--- src/rtl/serial_add_ctrl.sv ---
// Bit-serial adder controller: one full-adder cell adds two N-bit operands LSB first.
// Optional macro ADD_SUB_EN adds a sub port selecting a + ~b + 1 at start.

module summ (
  input  logic pi,
  input  logic a,
  input  logic b,
  output logic r,
  output logic p0
);
  assign r  = a ^ b ^ pi;
  assign p0 = (a & b) | (a & pi) | (b & pi);
endmodule

module serial_add_ctrl #(
  parameter int N = 4
) (
  input  logic           clk,
  input  logic           rst_n,
  input  logic           start,
  input  logic [2*N-1:0] A,
`ifdef ADD_SUB_EN
  input  logic           sub,
`endif
  output logic           busy,
  output logic           done,
  output logic [2*N-1:0] sum,
  output logic [1:0]     dbg_state
);

  localparam int IW = (N > 1) ? $clog2(N) : 1;

  typedef enum logic [1:0] {IDLE = 2'd0, RUN = 2'd1, DONE = 2'd2} state_t;

  // Handshake: start is a level request sampled only in IDLE; busy covers
  // the whole operation and done pulses for exactly one cycle per result.
  state_t          state_q, state_d;
  logic [N-1:0]    a_q, a_d;
  logic [N-1:0]    b_q, b_d;
  logic            carry_q, carry_d;
  logic [IW-1:0]   idx_q, idx_d;
  logic [N-1:0]    work_q, work_d;
  logic [N:0]      res_q, res_d;
  logic            r_w, p0_w;
  logic            sub_w;
  logic [2*N-1:0]  res_ext;

`ifdef ADD_SUB_EN
  assign sub_w = sub;
`else
  assign sub_w = 1'b0;
`endif

  summ u_summ (
    .pi (carry_q),
    .a  (a_q[idx_q]),
    .b  (b_q[idx_q]),
    .r  (r_w),
    .p0 (p0_w)
  );

  always_ff @(posedge clk or negedge rst_n) begin
    if (!rst_n) begin
      state_q <= IDLE;
      a_q     <= '0;
      b_q     <= '0;
      carry_q <= 1'b0;
      idx_q   <= '0;
      work_q  <= '0;
      res_q   <= '0;
    end else begin
      state_q <= state_d;
      a_q     <= a_d;
      b_q     <= b_d;
      carry_q <= carry_d;
      idx_q   <= idx_d;
      work_q  <= work_d;
      res_q   <= res_d;
    end
  end

  always_comb begin
    state_d = state_q;
    a_d     = a_q;
    b_d     = b_q;
    carry_d = carry_q;
    idx_d   = idx_q;
    work_d  = work_q;
    res_d   = res_q;
    unique case (state_q)
      IDLE: begin
        if (start) begin
          a_d     = A[N-1:0];
          // Subtraction folds into addition: invert b once here, carry-in 1.
          b_d     = sub_w ? ~A[2*N-1:N] : A[2*N-1:N];
          carry_d = sub_w;
          idx_d   = '0;
          state_d = RUN;
        end
      end
      RUN: begin
        work_d[idx_q] = r_w;
        carry_d       = p0_w;
        if (idx_q == IW'(N - 1)) begin
          res_d   = {p0_w, work_d};
          idx_d   = '0;
          state_d = DONE;
        end else begin
          idx_d = idx_q + 1'b1;
        end
      end
      DONE: begin
        state_d = IDLE;
      end
      default: begin
        state_d = IDLE;
      end
    endcase
  end

  always_comb begin
    res_ext        = '0;
    res_ext[N:0]   = res_q;
  end

  assign sum       = ~res_ext;
  assign busy      = (state_q != IDLE);
  assign done      = (state_q == DONE);
  assign dbg_state = state_q;

endmodule

--- config.mk ---
export PLATFORM = sky130hd
export DESIGN_NAME = serial_add_ctrl
export DESIGN_NICKNAME = d
export VERILOG_FILES = /design/src/rtl/serial_add_ctrl.sv
export SDC_FILE = /design/constraint.sdc
export NUM_CORES = 1
export LEC_CHECK = 0
export CAP_MARGIN = 20
export CORE_AREA = 2 2 55 62
export DETAILED_ROUTE_END_ITERATION = 16
export DIE_AREA = 0 0 57 64
export PLACE_DENSITY = 0.68
export SETUP_SLACK_MARGIN = 0.4
export SYNTH_ARGS = -nofsm -noshare
export SYNTH_HDL_FRONTEND = slang
export SYNTH_SLANG_ARGS = --single-unit
--- constraint.sdc ---
create_clock -name clk -period 2.23 [get_ports clk]
set_input_delay 0.3345 -clock clk [delete_from_list [all_inputs] [get_ports clk]]
set_output_delay 0.3345 -clock clk [all_outputs]
set_load 0.02 [all_outputs]
==> impl_metrics.py, run 1 <==
metrics = {
    "finish": {
        "diodes": 0,
        "nets": 130,
        "drive_gt1_share_pct": 23.0,
        "final_cell_count_no_fill": 147,
        "fillers": 312,
        "syn_to_final_growth_pct": 25.7,
        "finish.utilization_pct": 43.3,
    },
    "setup_path": {
        "reg2reg_slack_ps": 300,
        "crit_family": "multiplexers",
        "cp.arrival_ps": 2170,
        "r2r-start": "idx_q[0]",
        "crit_buf_inv": 1,
        "path_max_fanout": 6,
        "path_class": "register to register",
        "path_cells": "mux4_2 -> inv_2 -> fa_2 -> mux2_4 -> o21ai_2",
        "rr_endpoint": "res_q[0]",
        "cp.depth": 5,
        "cp_slowest_stage_delay_ps": 510,
        "cp_slowest_cell": "mux4_2",
        "crit_required_ps": 2470,
        "setup.worst_path.start_class": "register",
        "r2r_cells": 5,
        "crit_path_end_kind": "register",
    },
    "yosys": {
        "synth_cell_types": 23,
        "synth_top_cell_area_share_pct": 51.0,
        "netlist_area_sq_um": 1030,
        "yosysSeqAreaShare_pct": 51.0,
        "async_reset_ff_share_pct": 100,
        "synth.area.top_cells": "dfrtp_1 51%, mux2_2 11%, inv_1 5.1%",
        "ys_warn_count": 0,
        "avgSynthCellArea_sq_um": 11.5,
        "synth.most_common_cell": "dfrtp_1",
        "synth_enable_flop_cells": 0,
        "syn_inst": 90,
        "yosys-top-cells-count": "21 x dfrtp_1, 14 x inv_1, 10 x mux2_2, 10 x nand2_1, 8 x o21ai_0",
        "ys_ff_latch": 21,
        "synth_flop_cell": "dfrtp_1",
        "yosysTopAreaCell": "dfrtp_1",
    },
    "detailed_routing": {
        "vias": 679,
        "drc_errors": 0,
        "ant_nets": 0,
        "post_drt_wl_per_cell_microns": 11.0,
        "firstDrtPassIters": 4,
        "drtIter0Drc": 4,
        "vias_per_cell": 4.62,
        "wl_microns": 1610,
    },
    "pwr": {
        "pwr-share-clk_pct": 9.3,
        "leakage_uw": 0.000609,
        "cell_internal_pwr_uw": 1220,
        "pwr-share-comb_pct": 55.3,
        "power.density_nw_per_um2": 1510,
        "switchingPower_uw": 742,
        "ir_worst_vdd_mv": 0.628,
        "p_seq_share_pct": 35.4,
        "switching_share_pct": 37.8,
    },
    "cts": {
        "clockBufferDepth": 2,
        "cts_hold_buf": 0,
        "cts_tree": "built",
        "cts_inserted_buffers": 3,
        "root_buffer": "clkbuf_4",
        "clkSlewWorstSetupHoldPaths_ps": 110,
        "cts_max_level": 1,
        "worstSkewPairLatency_ps": 300,
        "numClockSinks": 21,
    },
    "global_routing": {
        "grt_pass1_vias": 674,
        "track_usage_pct": 9.98,
        "grt.overflow.total": 0,
        "grt_max_degree": 22,
        "antenna_found_initial": 0,
        "grt_pass1_wl_microns": 2850,
    },
    "die": {
        "die_h_microns": 64,
        "io_pins": 23,
        "initial_utilization_pct": 34.4,
        "die_area_sq_um": 3650,
        "core_sq_um": 3000,
        "rows": 21,
        "die_w_microns": 57,
    },
    "sta": {
        "skew_ps": 1.40,
        "fmax_mhz": 519,
        "totalNegativeSetupSlack_ps": 0,
        "setup-violations-final": 0,
        "hold_ws_ps": 352,
        "finalMaxSlewViolations": 0,
        "post-route-period-util_pct": 86.5,
        "post-route-min-period_ps": 1930,
        "rsz0062_at_grt": "true",
        "hold_viol_final": 0,
    },
    "placed_design": {
        "port-buffer-count": 19,
        "gp_congestion": 0.677,
        "dp_hpwl_microns": 1270,
        "dp_cells": 141,
    },
    "run_status": {
        "status": "finished clean",
    },
    "worst_hold_path": {
        "worstHoldPathType": "primary input to asynchronous set/reset pin",
    },
    "job": {
        "maxCapViolCount": 0,
    },
}
-- layer usage --
| layer | share of wire [%] | up-vias | GRT usage [%] |
|---|---|---|---|
| met3 | 5.8 | 4 | 2.02 |
| met1 | 42 | 321 | 11.2 |
| met2 | 51 | 20 | 17.5 |
| met5 | 0 | - | 0 |
| met4 | 1.3 | 0 | 5.23 |
| li1 | - | 334 | - |
-- worst max path at each step --
stage                     startpoint  endpoint  slack, ps
after floorplan             idx_q[0]  res_q[0]        320
final                       idx_q[0]  res_q[0]        300
after global placement      idx_q[0]  res_q[0]        290
after detailed placement    idx_q[0]  res_q[0]        240
after CTS                   idx_q[0]  res_q[0]        280
after global routing        idx_q[0]  res_q[0]        220
-- kinds of logic after synthesis --
family | after synthesis | synth area share (%)
AOI/OAI and AO/OA | 15 | 8.37
adders and majority gates | 5 | 6.80
buffers and inverters | 19 | 8.25
DFF | 21 | 51.0
muxes | 13 | 16.3
other | 1 | 0.364
and+or+nand+nor | 16 | 8.98
-- power by group through the flow --
stage | clock network, uW | registers [uW] | logic (uW)
2_1_floorplan | 0 | 690 | 755
4_1_cts | 196 | 698 | 1080
3_3_place_gp | 0 | 704 | 983
3_5_place_dp | 0 | 715 | 1010
5_1_grt | 201 | 726 | 1220
6_report | 182 | 694 | 1090
-- layout make-up --
| class | instances | area, sq um | share of cell area, % |
|---|---|---|---|
| Sequential cell | 21 | 527 | 40.6 |
| Multi-Input combinational cell | 52 | 438 | 33.8 |
| Timing Repair Buffer | 22 | 210 | 16.2 |
| Inverter | 14 | 52.6 | 4.05 |
| Tap cell | 34 | 42.5 | 3.28 |
| Clock buffer | 4 | 26.3 | 2.03 |
-- timing repair --
action	4_1_cts	5_1_grt
endpoints found under the setup margin	6	6
gates resized for setup	3	4
setup buffers	2	0
pin swaps	1	3
-- layout by cell type (no fill, tap or decap), drive strengths merged --
cell type      netlist  layout
dfrtp               21      21
clkdlybuf4s50        0      17
inv                 14      14
nand2               10      10
mux2                10      10
o21ai                8       8
ha                   4       4
clkbuf               0       4
conb                 1       3
buf                  5       3
mux4                 2       2
a21oi                2       2
a31oi                2       2
dlygate4sd2          0       2
nor2                 2       2
or2                  1       1
and2b                1       1
nor2b                1       1
mux2i                1       1
nand3b               1       1
o21bai               1       1
o31ai                1       1
a22o                 1       1
fa                   1       1
-- state kept, by name, indices dropped and copies added (netlist names) --
name / flops
carry_q: 1
idx_q: 2
res_q: 5
work_q: 3
a_q: 4
dbg_state: 2
b_q: 4
-- stage by stage --
step                      setup slack, ps  area (sq um)  power (uW)
after floorplan                       322          1050        1440
after global placement                286          1250        1690
after detailed placement              243          1250        1730
after CTS                             283          1290        1980
after global routing                  215          1300        2140
final                                 302          1300        1960
No activity file was read; power rests on OpenSTA's default activity.
==> inputs of run 2 (changes only) <==
Settings changed: CAP_MARGIN 20 to 25, SETUP_SLACK_MARGIN 0.4 to 0.05, TNS_END_PERCENT set to 30.
==> run 2 against run 1 <==
Utilization down 0.42 points; register-to-register slack got worse by 110 ps; highest routed layer unchanged; global-route usage grew 0.87 points; sequential power grew 1%; clock power about the same; combinational power fell by 9.9%.
==> impl_metrics.py, run 2 (synthesized netlist as in run 1, its figures left out) <==
metrics = {
    "setup_path": {
        "reg2reg_slack_ps": 190,
        "crit_required_ps": 2460,
        "crit_path_end_kind": "register",
        "rr_endpoint": "res_q[0]",
        "r2r-start": "idx_q[0]",
        "path_max_fanout": 7,
        "cp.arrival_ps": 2260,
        "r2r_cells": 5,
        "setup.worst_path.start_class": "register",
        "path_class": "register to register",
    },
    "finish": {
        "finish.utilization_pct": 42.9,
        "drive_gt1_share_pct": 19.6,
        "nets": 129,
        "largest_reg_flops": 5,
        "fin_area_sq_um": 1280,
        "layout_common_cells": "20 x dfrtp_1, 19 x clkdlybuf4s50_1, 14 x inv_1",
        "reg_top3": "res_q (5), a_q (4), b_q (4)",
        "diodes": 0,
        "regMostFlops": "res_q",
        "layout_commonest_cell": "dfrtp_1",
        "syn_to_final_growth_pct": 24.5,
    },
    "die": {
        "core_sq_um": 3000,
        "die_h_microns": 64,
        "die_area_sq_um": 3650,
        "initial_utilization_pct": 34.4,
        "rows": 21,
        "die_w_microns": 57,
        "io_pins": 23,
    },
    "detailed_routing": {
        "wl_microns": 1700,
        "firstDrtPassIters": 4,
        "vias_per_cell": 4.53,
        "drtIter0Drc": 7,
        "post_drt_wl_per_cell_microns": 11.7,
        "vias": 662,
        "ant_nets": 0,
        "drc_errors": 0,
    },
    "sta": {
        "fmax_mhz": 491,
        "finalMaxSlewViolations": 0,
        "hold_ws_ps": 355,
        "skew_ps": 2.28,
        "post-route-min-period_ps": 2040,
        "post-route-period-util_pct": 91.3,
        "setup-violations-final": 0,
        "totalNegativeSetupSlack_ps": 0,
        "rsz0062_at_grt": "false",
        "hold_viol_final": 0,
    },
    "pwr": {
        "ir_worst_vdd_mv": 0.623,
        "power.density_nw_per_um2": 1450,
        "leakage_uw": 0.000595,
    },
    "global_routing": {
        "grt_pass1_vias": 717,
        "antenna_found_initial": 0,
        "grt_pass1_wl_microns": 3060,
        "grt_max_degree": 22,
        "track_usage_pct": 10.9,
        "grt.overflow.total": 0,
    },
    "placed_design": {
        "port-buffer-count": 19,
        "placed_cell_area_sq_um": 1250,
        "dp_hpwl_microns": 1360,
        "gp_congestion": 0.725,
    },
    "cts": {
        "cts_inserted_buffers": 3,
        "cts_hold_buf": 0,
        "clockBufferDepth": 2,
        "worstSkewPairLatency_ps": 300,
        "cts_max_level": 1,
        "root_buffer": "clkbuf_4",
        "numClockSinks": 21,
        "cts_tree": "built",
        "clkSlewWorstSetupHoldPaths_ps": 110,
    },
    "job": {
        "maxCapViolCount": 0,
    },
    "run_status": {
        "status": "finished clean",
    },
    "worst_hold_path": {
        "worstHoldPathType": "primary input to asynchronous set/reset pin",
    },
}
[run 2: worst max-delay path, stage by stage, from the launching register on]
cell and delay [ps]:
dfrtp_2 450, mux4_2 510, inv_1 90, fa_2 490, mux2_2 280, o21ai_0 140
[run 2: metrics by stage]
stage                     setup WS (ps)  power, uW  instances
final                               193       1860        146
after detailed placement           69.7       1690        141
after global routing               73.8       2040        146
after floorplan                     225       1400         92
after CTS                           118       1870        145
after global placement              162       1640        141
[run 2: report_power, final]
group	internal (uW)	switching [uW]
logic	512	469
clock network	69.8	113
registers	570	131
total	1150	713
[run 2: routing by layer]
| layer | track usage, % | share of wire, % | up-vias |
|---|---|---|---|
| met1 | 11.4 | 38 | 309 |
| li1 | - | - | 329 |
| met5 | 0 | 0 | - |
| met2 | 20.0 | 54 | 19 |
| met4 | 5.23 | 2.1 | 0 |
| met3 | 2.43 | 5.0 | 5 |
[run 2: layout make-up]
cell class / count / area [sq um]
clock buffers: 4 / 26.3
fillers: 302 / 1710
inverters: 14 / 52.6
multi-input cells: 52 / 430
flip-flops and latches: 21 / 527
well taps: 34 / 42.5
repair buffers: 21 / 205
[run 2: timing repair]
action | in CTS | in global routing
setup endpoints to repair | 1 | 1
setup buffers | 0 | 1
resized for setup | 1 | 1
[run 2: how the worst max path moves through the flow]
stage                   from       end  slack [ps]  depth (start not counted)
finish              idx_q[0]  res_q[0]         190                          5
global route        idx_q[0]  res_q[0]          70                          5
CTS                 idx_q[0]  res_q[0]         120                          5
detailed placement  idx_q[0]  res_q[0]          70                          5
global placement    idx_q[0]  res_q[0]         160                          5
floorplan           idx_q[0]  res_q[0]         230                          5
==> inputs of run 3 (changes only) <==
Clock period 2.23 ns to 1.88 ns, I/O delays scaled along.
==> run 3 against run 2 <==
Highest routed layer unchanged; clock skew up 3.8 ps; combinational power up 36%; the flow now finishes with violations (setup timing); worst setup slack worse by 220 ps; critical path type unchanged; sequential power up 16%; largest cell class unchanged; first-iteration DRC count up 43%; clock power up 20%; die area unchanged; fmax up 6.8%; cell area up 2.1%.
==> impl_metrics.py, run 3 (synthesized netlist as in run 1, its figures left out) <==
metrics = {
    "setup_path": {
        "cp.arrival_ps": 2150,
        "crit_required_ps": 2120,
        "setup.worst_path.start_class": "register",
        "rr_endpoint": "res_q[0]",
        "r2r_cells": 5,
        "crit_path_end_kind": "register",
        "reg2reg_slack_ps": -30,
        "path_class": "register to register",
        "r2r-start": "idx_q[0]",
        "path_max_fanout": 5,
    },
    "cts": {
        "clockBufferDepth": 2,
        "numClockSinks": 21,
        "cts_inserted_buffers": 3,
        "clkSlewWorstSetupHoldPaths_ps": 120,
        "cts_hold_buf": 0,
        "cts_tree": "built",
        "worstSkewPairLatency_ps": 310,
        "cts_max_level": 1,
        "root_buffer": "clkbuf_4",
    },
    "finish": {
        "nets": 132,
        "finish.utilization_pct": 43.8,
        "reg_top3": "res_q (5), a_q (4), b_q (4)",
        "regMostFlops": "res_q",
        "fillers": 301,
        "final_cell_count_no_fill": 149,
        "layout_common_cells": "20 x dfrtp_1, 17 x clkdlybuf4s50_1, 12 x inv_1",
        "largest_reg_flops": 5,
        "drive_gt1_share_pct": 24.3,
        "diodes": 0,
        "layout_commonest_cell": "dfrtp_1",
        "syn_to_final_growth_pct": 27.2,
    },
    "sta": {
        "fmax_mhz": 524,
        "post-route-min-period_ps": 1910,
        "skew_ps": 6.07,
        "post-route-period-util_pct": 101,
        "setup-violations-final": 1,
        "totalNegativeSetupSlack_ps": -26.6,
        "rsz0062_at_grt": "true",
        "hold_viol_final": 0,
        "finalWorstSetupSlack_ps": -26.6,
        "finalMaxSlewViolations": 0,
    },
    "global_routing": {
        "grt_pass1_wl_microns": 2870,
        "antenna_found_initial": 0,
        "grt_pass1_vias": 650,
        "grt_max_degree": 22,
        "track_usage_pct": 10.1,
        "grt.overflow.total": 0,
    },
    "run_status": {
        "violations": "setup timing",
        "status": "finished, violations left",
    },
    "detailed_routing": {
        "drtIter0Drc": 10,
        "vias": 679,
        "firstDrtPassIters": 3,
        "wl_microns": 1710,
        "ant_nets": 0,
        "drc_errors": 0,
        "vias_per_cell": 4.56,
        "post_drt_wl_per_cell_microns": 11.4,
    },
    "pwr": {
        "leakage_uw": 0.000618,
        "power.density_nw_per_um2": 1810,
        "post-layout-total-power_uw": 2370,
        "ir_worst_vdd_mv": 0.763,
    },
    "die": {
        "initial_utilization_pct": 34.4,
        "die_h_microns": 64,
        "die_w_microns": 57,
        "core_sq_um": 3000,
        "io_pins": 23,
        "die_area_sq_um": 3650,
        "rows": 21,
    },
    "placed_design": {
        "dp_hpwl_microns": 1350,
        "pre_cts_ws_ps": -33.6,
        "gp_congestion": 0.698,
        "port-buffer-count": 19,
        "dp_cells": 144,
    },
    "worst_hold_path": {
        "worstHoldPathType": "primary input to asynchronous set/reset pin",
    },
    "job": {
        "maxCapViolCount": 0,
    },
}
[run 3: layer usage]
metal / vias to the layer above / track usage, % / routed length [microns]
met5: - / 0 / 0
met2: 19 / 16.8 / 874
met4: 0 / 5.23 / 37
met3: 5 / 1.82 / 77
li1: 338 / - / -
met1: 317 / 12.4 / 716
[run 3: per-stage QoR]
| step | cell area [sq um] | hold WS [ps] |
|---|---|---|
| after floorplan | 1050 | -13.6 |
| after global placement | 1280 | 465 |
| after detailed placement | 1280 | 473 |
| after CTS | 1310 | 301 |
| after global routing | 1310 | 315 |
| final | 1310 | 295 |
[run 3: area by class of cell]
class	count	area [sq um]	share of cell area, %
clock buffer	4	26.3	2.00
inverter	14	52.6	4.01
multi-input combinational	52	438	33.4
sequential	21	527	40.2
tap	34	42.5	3.24
timing repair buffer	24	225	17.2
[run 3: worst max path at each step]
stage	start	to	slack, ps
5_1_grt	idx_q[0]	res_q[0]	-90
3_3_place_gp	idx_q[0]	res_q[0]	-3
4_1_cts	idx_q[0]	res_q[0]	-40
3_5_place_dp	idx_q[0]	res_q[0]	-30
2_1_floorplan	idx_q[0]	res_q[0]	-30
6_report	idx_q[0]	res_q[0]	-30
[run 3: repair_timing]
| item | 4_1_cts | 5_1_grt |
|---|---|---|
| pin swaps | 2 | 0 |
| hold endpoints to repair | 0 | 0 |
| setup buffers | 1 | 0 |
| setup endpoints to repair | 7 | 6 |
| gates resized for setup | 3 | 1 |
[run 3: power by group]
| part | switching [uW] | internal, uW |
|---|---|---|
| Clock | 137 | 82.8 |
| Sequential | 137 | 676 |
| Combinational | 629 | 708 |
[run 3: worst max-delay path, cell delays in order, from the launching register on]
cell	delay (ps)
dfrtp_2	410
mux4_2	510
inv_2	70
fa_2	470
mux2_4	280
o21ai_2	100
